--- config.mk ---
export PLATFORM = sky130hd
export DESIGN_NAME = i2s_tx
export DESIGN_NICKNAME = d
export VERILOG_FILES = /design/src/rtl/synth_pkg.sv /design/src/rtl/i2s_clk_div.sv /design/src/rtl/i2s_tx.sv
export SDC_FILE = /design/constraint.sdc
export NUM_CORES = 1
export LEC_CHECK = 0
export ABC_AREA = 1
export BUFFER_PORTS_ARGS = -buffer_cell sky130_fd_sc_hd__buf_2
export CELL_PAD_IN_SITES_DETAIL_PLACEMENT = 0
export CELL_PAD_IN_SITES_GLOBAL_PLACEMENT = 1
export CORE_UTILIZATION = 37
export DETAILED_ROUTE_END_ITERATION = 8
export GPL_ROUTABILITY_DRIVEN = 0
export PLACE_DENSITY_LB_ADDON = 0.1
export SKIP_CTS_REPAIR_TIMING = 1
export SYNTH_ARGS = -nofsm -noshare
export SYNTH_HDL_FRONTEND = slang
export SYNTH_SLANG_ARGS = --single-unit
--- constraint.sdc ---
create_clock -name clk -period 1.52 [get_ports clk]
set_input_delay 0 -clock clk [delete_from_list [all_inputs] [get_ports clk]]
set_output_delay 0 -clock clk [all_outputs]
set_load 0.005 [all_outputs]
--- src/rtl/synth_pkg.sv ---
// Shared constants and types for the synth audio output chain.
package synth_pkg;

  localparam int SAMPLE_W_DEFAULT = 24;
  localparam int BITS_PER_SLOT    = 32;
  localparam int BITS_PER_FRAME   = 64;

  typedef logic signed [SAMPLE_W_DEFAULT-1:0] sample_t;

endpackage

--- src/rtl/i2s_clk_div.sv ---
// Bit-clock divider: free-running SCLK plus single-cycle rise/fall strobes.
module i2s_clk_div #(
  parameter int SCLK_HALF = 4
) (
  input  logic clk,
  input  logic rst,
  output logic sclk,
  output logic rise,
  output logic fall
);

  localparam int CW = (SCLK_HALF > 1) ? $clog2(SCLK_HALF) : 1;

  logic [CW-1:0] div_cnt;
  logic          wrap;

  assign wrap = (div_cnt == CW'(SCLK_HALF - 1));
  // Strobes are true in the cycle whose edge flips sclk.
  assign rise = wrap & ~sclk;
  assign fall = wrap &  sclk;

  always_ff @(posedge clk) begin
    if (rst) begin
      div_cnt <= '0;
      sclk    <= 1'b0;
    end else if (wrap) begin
      div_cnt <= '0;
      sclk    <= ~sclk;
    end else begin
      div_cnt <= div_cnt + CW'(1);
    end
  end

endmodule

--- src/rtl/i2s_tx.sv ---
// I2S transmitter: one-entry sample buffer, per-frame shadow load, MSB-first serialiser.
module i2s_tx
  import synth_pkg::*;
#(
  parameter int SAMPLE_W  = SAMPLE_W_DEFAULT,
  parameter int SCLK_HALF = 4
) (
  input  logic                       clk,
  input  logic                       rst,
  input  logic signed [SAMPLE_W-1:0] sample_l,
  input  logic signed [SAMPLE_W-1:0] sample_r,
  input  logic                       sample_valid,
  output logic                       sample_ready,
  output logic                       underrun,
  output logic                       i2s_sclk,
  output logic                       i2s_lrck,
  output logic                       i2s_sdata
);

  logic                sclk_rise, sclk_fall;
  logic [5:0]          bit_cnt, nxt_bit;
  logic                frame_start;
  logic                buf_full;
  logic [SAMPLE_W-1:0] buf_l, buf_r, shadow_l, shadow_r;
  logic [BITS_PER_SLOT-1:0] slot_word;
  logic                nxt_sdata;

  i2s_clk_div #(.SCLK_HALF(SCLK_HALF)) u_clk_div (
    .clk  (clk),
    .rst  (rst),
    .sclk (i2s_sclk),
    .rise (sclk_rise),
    .fall (sclk_fall)
  );

  assign nxt_bit      = bit_cnt + 6'd1;
  assign frame_start  = sclk_fall && (bit_cnt == 6'd63);
  assign sample_ready = ~buf_full;

  // Slot word: position 0 is the I2S one-bit delay, then MSB..LSB, then zero pad.
  always_comb begin
    slot_word = '0;
    slot_word[BITS_PER_SLOT-2 -: SAMPLE_W] = nxt_bit[5] ? shadow_r : shadow_l;
    nxt_sdata = slot_word[5'd31 - nxt_bit[4:0]];
  end

  always_ff @(posedge clk) begin
    if (rst) begin
      bit_cnt   <= 6'd63;
      i2s_lrck  <= 1'b1;
      i2s_sdata <= 1'b0;
      shadow_l  <= '0;
      shadow_r  <= '0;
      buf_l     <= '0;
      buf_r     <= '0;
      buf_full  <= 1'b0;
      underrun  <= 1'b0;
    end else begin
      underrun <= frame_start & ~buf_full;
      if (sclk_fall) begin
        bit_cnt   <= nxt_bit;
        i2s_lrck  <= nxt_bit[5];
        i2s_sdata <= nxt_sdata;
      end
      // Consume takes priority; ready is low then, so no accept can collide.
      if (frame_start && buf_full) begin
        shadow_l <= buf_l;
        shadow_r <= buf_r;
        buf_full <= 1'b0;
      end else if (sample_valid && !buf_full) begin
        buf_l    <= sample_l;
        buf_r    <= sample_r;
        buf_full <= 1'b1;
      end
    end
  end

  a_rise_from_low: assert property (@(posedge clk) disable iff (rst) sclk_rise |-> !i2s_sclk);
  a_fall_from_high: assert property (@(posedge clk) disable iff (rst) sclk_fall |-> i2s_sclk);

endmodule

# Word-level counts from Yosys, hierarchy flattened
# Cells that the tools add are included.
[totals]
register_bits = 109
in_bits = 51
wordCells = 32
[op_classes]
addsub = 3
order_cmp = 1
n_eq_ne = 2
n_mux = 3
n_bitwise = 5
n_reduce_logical = 7
[op_table]
columns = ["operator", "n"]
rows = [
  ["$mux 24", 1],
  ["$add 6x1->6 const B", 1],
  ["$eq 6x6->1 const B", 1],
  ["$lt 5x6->1 const B", 1],
  ["$bmux 1 s5", 1],
  ["$sub 5x5->5 const A", 1],
  ["$reduce_or 2->1", 2],
  ["$logic_and 1x1->1", 3],
  ["$not 1->1", 3],
  ["$add 2x1->2 const B", 1],
  ["$and 1x1->1", 2],
  ["$eq 2x2->1 const B", 1],
  ["$reduce_and 2->1", 1],
  ["$logic_not 1->1", 1],
  ["$mux 1", 1],
]

# Depth between registers and ports, before layout
# Gate-level depths: netlist of the first run.
[logic_depth]
ltp_word = 6
ltp_mapped = 16

# Modules after synthesis
# Synthesis of the first run repeated with hierarchy kept, for this count alone.
[unflattened]
hier_cells = 599
hier_area_um2 = 4370.4
[by_module_without_submodules]
columns = ["module", "instances", "cells_each", "area_per_inst_um2", "seq_area_each_um2"]
rows = [
  ["i2s_tx", 1, 585, 4255.3, 2102.0],
  ["i2s_clk_div", 1, 14, 115.1, 60.1],
]

# Worst setup path before layout of the first run
# OpenSTA, ideal clock, no wires.
[synth_path]
kind = "reg-to-reg"
start = "register bit_cnt[0]"
end = "register i2s_sdata"
setup_time_ns = 0.113
arrival_ns = 1.519
t_required_ns = 1.407
slack_ns = -0.112
path_stages_with_launch = 14
synth_period_minus_slack_ns = 1.632
cell_sequence = "dfxtp_1 > buf_4 > nand3_2 > o21bai_2 > nand2_4 > buf_6 > o21ai_2 > nand2_1 > a21oi_1 > nand2_1 > nand2_1 > nand2_1 > nand3_1 > nand2_1"
[synth_between]
elab_chain_len = 4
word_cells_on_any_way = 5
classes_between = "add/sub (2); mux (3)"
[synth_rtl]
columns = ["item", "line_no", "source"]
rows = [
  ["start, declared", "i2s_tx.sv:21", "logic [5:0] bit_cnt, nxt_bit;"],
  ["start signal, assigned", "i2s_tx.sv:61", "bit_cnt <= nxt_bit;"],
  ["$add 6x1->6 *", "i2s_tx.sv:36", "assign nxt_bit = bit_cnt + 6'd1;"],
  ["$sub 5x5->5 or $mux 24 (tied branches)", "i2s_tx.sv:44, i2s_tx.sv:43", ""],
  ["$bmux 1 s5 *", "i2s_tx.sv:44", "nxt_sdata = slot_word[5'd31 - nxt_bit[4:0]];"],
  ["$mux 1 (not written as such) *", "i2s_tx.sv:44", ""],
  ["end signal, assigned", "i2s_tx.sv:63", "i2s_sdata <= nxt_sdata;"],
  ["end, declared", "i2s_tx.sv:17", "output logic i2s_sdata"],
]
# Every way passes the cells marked *; elsewhere a longest branch is shown, timed or not. The select of a mux whose other input is x is not followed.
# A chain may end at the register's enable or synchronous reset.

# Worst setup path after layout of the first run
[layout_path]
start = "register bit_cnt[1]"
end = "register i2s_sdata"
# Same word-level chain as after synthesis.

==> run_results.csv, run 1 <==
group,metric,value,unit
layout,final_common_cell,"nor2_1",
sta,worst_pin_slew,0.3624,ns
place,placed_area,4980,µm²
layout,n_antenna_cell,0,
routing,wire_per_inst,13.01,µm
yosys,ys_warn_count,0,
sta,max_freq,591.9,MHz
cts,htree_num_levels,3,
yosys,synth_area_leaders,"dfxtp_1 50%, nor2_1 12%, o21ai_0 12%",
power,finalPower,6.676,mW
routing,drc,0,
floorplanning,die_h,110.2,µm
routing,drt_iter0_drc,172,
sta,min_period,1.689,ns
critical_path,reg2reg_from,"bit_cnt[1]",
yosys,syn_area,4333,µm²
cts,clock_latency,0.34,ns
worst_hold_path,min_to,"buf_l[16]",
critical_path,cp_max_fo,4,
critical_path,worstReg2RegEnd,"i2s_sdata",
routing,finalWirelength,11110,µm
yosys,synth_cell_type_count,31,
global_routing,grt_pass1_vias,3599,
layout,area_growth,35.14,%
flow_run,drv_cap,0,
layout,design_area,5856,µm²
global_routing,grt_max_degree,97,
critical_path,reg2reg_depth,15,
sta,post-route-period-util,1.111,
power,leakagePower,2.581,nW
yosys,syn_area_per_cell,7.369,µm²
sta,hold_viol_final,1,
worst_hold_path,hold_path_startpoint,"sample_l[16]",
cts,cts_buffer_depth,2,
yosys,yosysTopAreaCell,"dfxtp_1",
yosys,synthCells,588,
floorplanning,io_pins,56,
routing,dr_total_vias,4135,
sta,worst_hold_slack,-0.06565,ns
cts,clk_pin_slew,0.07,ns
sta,relSlewSlack,0.7559,
status,outcome,"finished, violations left",
place,dp_hpwl,7538,µm
floorplanning,num_rows,39,
layout,final_cell_mix,"141 x nor2_1, 104 x dfxtp_1, 83 x o21ai_0",
critical_path,cp_common_cell,"nand2_1",
critical_path,crit_slowest_cell,"dfxtp_2",
layout,drive_above_1_share,0.1941,
floorplanning,initial_core_util,0.3795,
floorplanning,die-area,12150,µm²
yosys,yosysSeqAreaShare,0.4990,
global_routing,gr-total-overflow,0,
global_routing,grtUsageTotal,0.1860,
cts,cts_root_buffer,"clkbuf_16",
place,port_buffers,55,
global_routing,grt_pass1_wl,17420,µm
critical_path,path_cells,"buf_4 -> nand3_4 -> o21bai_4 -> buf_12 -> buf_4 -> nand3_1 -> nand3_1 -> nand3_1 -> nand2_1 -> nor2_1 -> nand2_1 -> nand2_1 -> nand2_1 -> nand3_1 -> nand2_1",
yosys,ys_seq_elements,108,
critical_path,critPathCaptureType,"register",
cts,cts_tree,"done",
cts,cts_sinks,108,
floorplanning,die_w,110.2,µm
critical_path,cp_num_buf_inv,3,
sta,setup_viol,49,
status,violations,"hold timing, setup timing",
routing,via_per_inst,4.842,
critical_path,cp.required,1.76,ns
critical_path,regToRegSetupSlack,-0.17,ns
sta,rsz0062_at_grt,"true",
global_routing,grt_antenna_before_repair,0,
sta,slew_violations,0,
worst_hold_path,hold_class,"in -> reg",
sta,setup_ws,-0.1694,ns
layout,post-route-util,0.5128,
routing,postRouteAntennaNets,0,
critical_path,critPathLaunchType,"register",
cts,cts_buffers,9,
routing,first_pass_iters,4,
power,ir_drop,0.0008392,V
worst_hold_path,min_path_cells,3,
yosys,syn-num-nets,641,
sta,finClkSkew,0.009603,ns
layout,finalNetCount,759,
critical_path,arrival,1.93,ns
power,powerDensity,1140,nW/µm²
critical_path,cp_slowest_stage_delay,0.34,ns
place,place_ws,-0.2123,ns
critical_path,path_delay_family,"simple AND/OR/NAND/NOR gates",
critical_path,crit_type,"reg -> reg",
yosys,synth_top_area_frac,0.4990,
floorplanning,coreArea,11420,µm²
==> sequential cells by signal (all words and copies together), names as in the netlist <==
signal,flops
buf_l,24
buf_r,24
shadow_l,24
shadow_r,24
bit_cnt,5
u_clk_div.div_cnt,2
buf_full,1
i2s_lrck,1
i2s_sdata,1
u_clk_div.sclk,1
underrun,1
==> power by group <==
| group | total (mW) | internal (mW) | switching (mW) |
|---|---|---|---|
| registers | 3.03 | 2.96 | 0.0693 |
| clock network | 2.23 | 1.18 | 1.05 |
| logic | 1.42 | 0.645 | 0.774 |
==> layout make-up <==
type / count / area [µm²]
fillers: 1188 / 5563
flip-flops and latches: 108 / 2167
multi-input cells: 397 / 1921
repair buffers: 140 / 1116
clock buffers: 11 / 242.7
inverters: 50 / 187.7
well taps: 143 / 178.9
clock inverters: 5 / 42.54
==> synth_stat cells (all sizes together) <==
cell type and instances:
a211oi 1, a21oi 45, a22oi 1, buf 7
clkbuf 28, dfxtp 108, ha 2, inv 50
nand2 46, nand3 35, nor2 144, nor3 3
nor3b 1, o21ai 111, o21bai 2, o22ai 2
or2 1, xor2 1
==> worst register-to-register path: stages, from the launching register on <==
cell and delay [ns]:
dfxtp_2 0.34, buf_4 0.14, nand3_4 0.11, o21bai_4 0.09, buf_12 0.14, buf_4 0.13
nand3_1 0.07, nand3_1 0.08, nand3_1 0.08, nand2_1 0.06, nor2_1 0.08, nand2_1 0.06
nand2_1 0.06, nand2_1 0.05, nand3_1 0.06, nand2_1 0.04
==> per-stage QoR <==
| stage | std cells | TNS (ns) | hold WS [ns] |
|---|---|---|---|
| floorplan | 588 | -2.177 | 0.07108 |
| global placement | 786 | -4.326 | 0.2395 |
| CTS | 802 | -5.617 | -0.1037 |
| detailed placement | 786 | -4.700 | 0.2490 |
| finish | 854 | -4.472 | -0.06565 |
| global route | 854 | -11.53 | 0.002773 |
==> cells by family after synthesis <==
| kind of cell | Yosys count | synth area share |
|---|---|---|
| flip-flops | 108 | 0.4990 |
| buffers and inverters | 85 | 0.07855 |
| XOR/XNOR | 1 | 0.002022 |
| AND/OR/NAND/NOR | 230 | 0.2203 |
| AO/OA/AOI/OAI | 162 | 0.1943 |
| adder cells (fa/ha/maj) | 2 | 0.005774 |
==> metal layers <==
layer	vias to the layer above	wire, µm	track usage
met3	12	343	0.04350
met4	0	159	0.04981
met2	73	5280	0.3107
li1	2143	-	-
met1	1907	5331	0.2404
met5	-	0	0
==> how the worst max path moves through the flow <==
stage | from | endpoint | cells past startpoint
after global placement | bit_cnt[2] | i2s_sdata | 15
after detailed placement | bit_cnt[2] | i2s_sdata | 15
after floorplan | bit_cnt[1] | shadow_l[10] | 9
final | bit_cnt[1] | i2s_sdata | 15
after CTS | bit_cnt[2] | i2s_sdata | 15
after global routing | bit_cnt[1] | i2s_sdata | 15
Note: power is estimated with default switching activity, not from simulation.
==> inputs of run 2 (changes only) <==
BUFFER_PORTS_ARGS = -buffer_cell sky130_fd_sc_hd__buf_4   (was -buffer_cell sky130_fd_sc_hd__buf_2)
==> run_results.csv, run 2 (synthesis gave the netlist of run 1 again) <==
group,metric,value,unit
status,outcome,"finished, violations left",
status,violations,"hold timing, setup timing",
cts,cts_tree,"done",
cts,cts_buffer_depth,2,
floorplanning,io_pins,56,
critical_path,critPathLaunchType,"register",
sta,worst_pin_slew,0.4132,ns
critical_path,critPathCaptureType,"register",
power,internal-power,4.730,mW
place,dp_hpwl,7576,µm
routing,wire_per_inst,12.96,µm
power,powerDensity,1102,nW/µm²
floorplanning,coreArea,11420,µm²
global_routing,grt_antenna_before_repair,0,
layout,n_antenna_cell,0,
global_routing,grt_pass1_wl,17330,µm
power,swShare,0.2766,
sta,hold_viol_final,1,
layout,area_growth,36.96,%
sta,setup_viol,49,
routing,drt_iter0_drc,178,
routing,first_pass_iters,4,
global_routing,grt_max_degree,97,
global_routing,gr-total-overflow,0,
floorplanning,die-area,12150,µm²
layout,final_common_cell,"nor2_1",
power,pwr-share-clk,0.329,
place,place_ws,-0.1999,ns
floorplanning,die_h,110.2,µm
layout,drive_above_1_share,0.1909,
sta,rsz0062_at_grt,"true",
sta,setup_ws,-0.1610,ns
worst_hold_path,hold_class,"in -> reg",
critical_path,cp_max_fo,5,
routing,via_per_inst,4.746,
power,power_frac_comb,0.207,
critical_path,arrival,1.92,ns
routing,drc,0,
sta,slew_violations,0,
routing,dr_total_vias,4034,
power,leakagePower,2.589,nW
sta,setup_tns,-4.815,ns
sta,max_freq,594.9,MHz
floorplanning,die_w,110.2,µm
place,port_buffers,55,
global_routing,grt_pass1_vias,3608,
routing,finalWirelength,11020,µm
flow_run,drv_cap,0,
layout,final_cell_mix,"139 x nor2_1, 105 x dfxtp_1, 85 x buf_4",
critical_path,cp.required,1.76,ns
floorplanning,initial_core_util,0.3795,
global_routing,grtUsageTotal,0.1874,
cts,htree_num_levels,3,
critical_path,crit_type,"reg -> reg",
sta,min_period,1.681,ns
cts,clock_latency,0.34,ns
layout,finalNetCount,756,
floorplanning,num_rows,39,
sta,finClkSkew,0.004163,ns
power,ir_drop,0.0006781,V
sta,worst_hold_slack,-0.06267,ns
cts,cts_sinks,108,
routing,postRouteAntennaNets,0,
sta,post-route-period-util,1.106,
power,pwr-share-seq,0.464,
sta,relSlewSlack,0.7216,
cts,clk_pin_slew,0.07,ns
power,finalPower,6.538,mW
layout,fillers,1149,
power,p_sw,1.808,mW
cts,cts_buffers,9,
cts,cts_root_buffer,"clkbuf_16",
-- run 2: changes by cell type in the layout (fill, tap and decap cells not counted), moves of 3 or more --
cell and delta:
o21ai_0 -7, buf_2 -55, o21ai_1 +5, buf_4 +56
nor2_2 +3
-- run 2: path summary, 6_finish.rpt --
path | startpoint | to | slack (ns) | cells past startpoint
worst max-delay path | bit_cnt[1] | i2s_sdata | -0.16 | 15
worst min-delay path | sample_l[14] | buf_l[14] | -0.06 | 3
worst max register to register | bit_cnt[1] | i2s_sdata | -0.16 | 15
worst min register to register | buf_full | underrun | 0.44 | 1
-- run 2: power groups by stage --
| stage | logic [mW] | registers, mW | clock network [mW] |
|---|---|---|---|
| detailed placement | 1.19 | 3.10 | 0 |
| floorplan | 0.777 | 3.07 | 0 |
| finish | 1.35 | 3.03 | 2.15 |
| CTS | 1.20 | 3.03 | 2.22 |
| global placement | 1.18 | 3.09 | 0 |
| global route | 1.52 | 3.05 | 2.32 |
-- run 2: through the flow --
| step | utilization | std cells | instance area (µm²) |
|---|---|---|---|
| 6_report | 0.5197 | 850 | 5934 |
| 5_1_grt | 0.5197 | 850 | 5934 |
| 4_1_cts | 0.4712 | 802 | 5380 |
| 3_5_place_dp | 0.4477 | 787 | 5112 |
| 3_3_place_gp | 0.4477 | 787 | 5112 |
| 2_1_floorplan | - | 588 | 4370 |
-- run 2: area by class of cell --
type,instances,area (µm²),share of cell area
clock buffer,12,246.5,0.04153
clock inverter,3,21.27,0.003584
inverter,50,187.7,0.03163
multi-input combinational,395,1907,0.3213
sequential,108,2168,0.3654
tap,143,178.9,0.03015
timing repair buffer,139,1225,0.2064
-- run 2: worst max-delay path: stages (launching register included) --
cell and delay (ns):
dfxtp_2 0.35, buf_4 0.12, nand3_4 0.10, o21ai_4 0.19, buf_6 0.13, nand3_1 0.12, nand3_1 0.11, nand2_1 0.06
nand2_1 0.06, nand2_1 0.04, inv_1 0.04, nand2_1 0.05, nand2_1 0.06, nand2_1 0.04, nand3_1 0.07, nand2_1 0.04
-- run 2: layer usage --
metal	up-vias	track usage	wire, µm
li1	2134	-	-
met5	-	0	0
met3	11	0.04115	344
met1	1827	0.2364	5262
met4	0	0.06485	146
met2	62	0.3152	5263
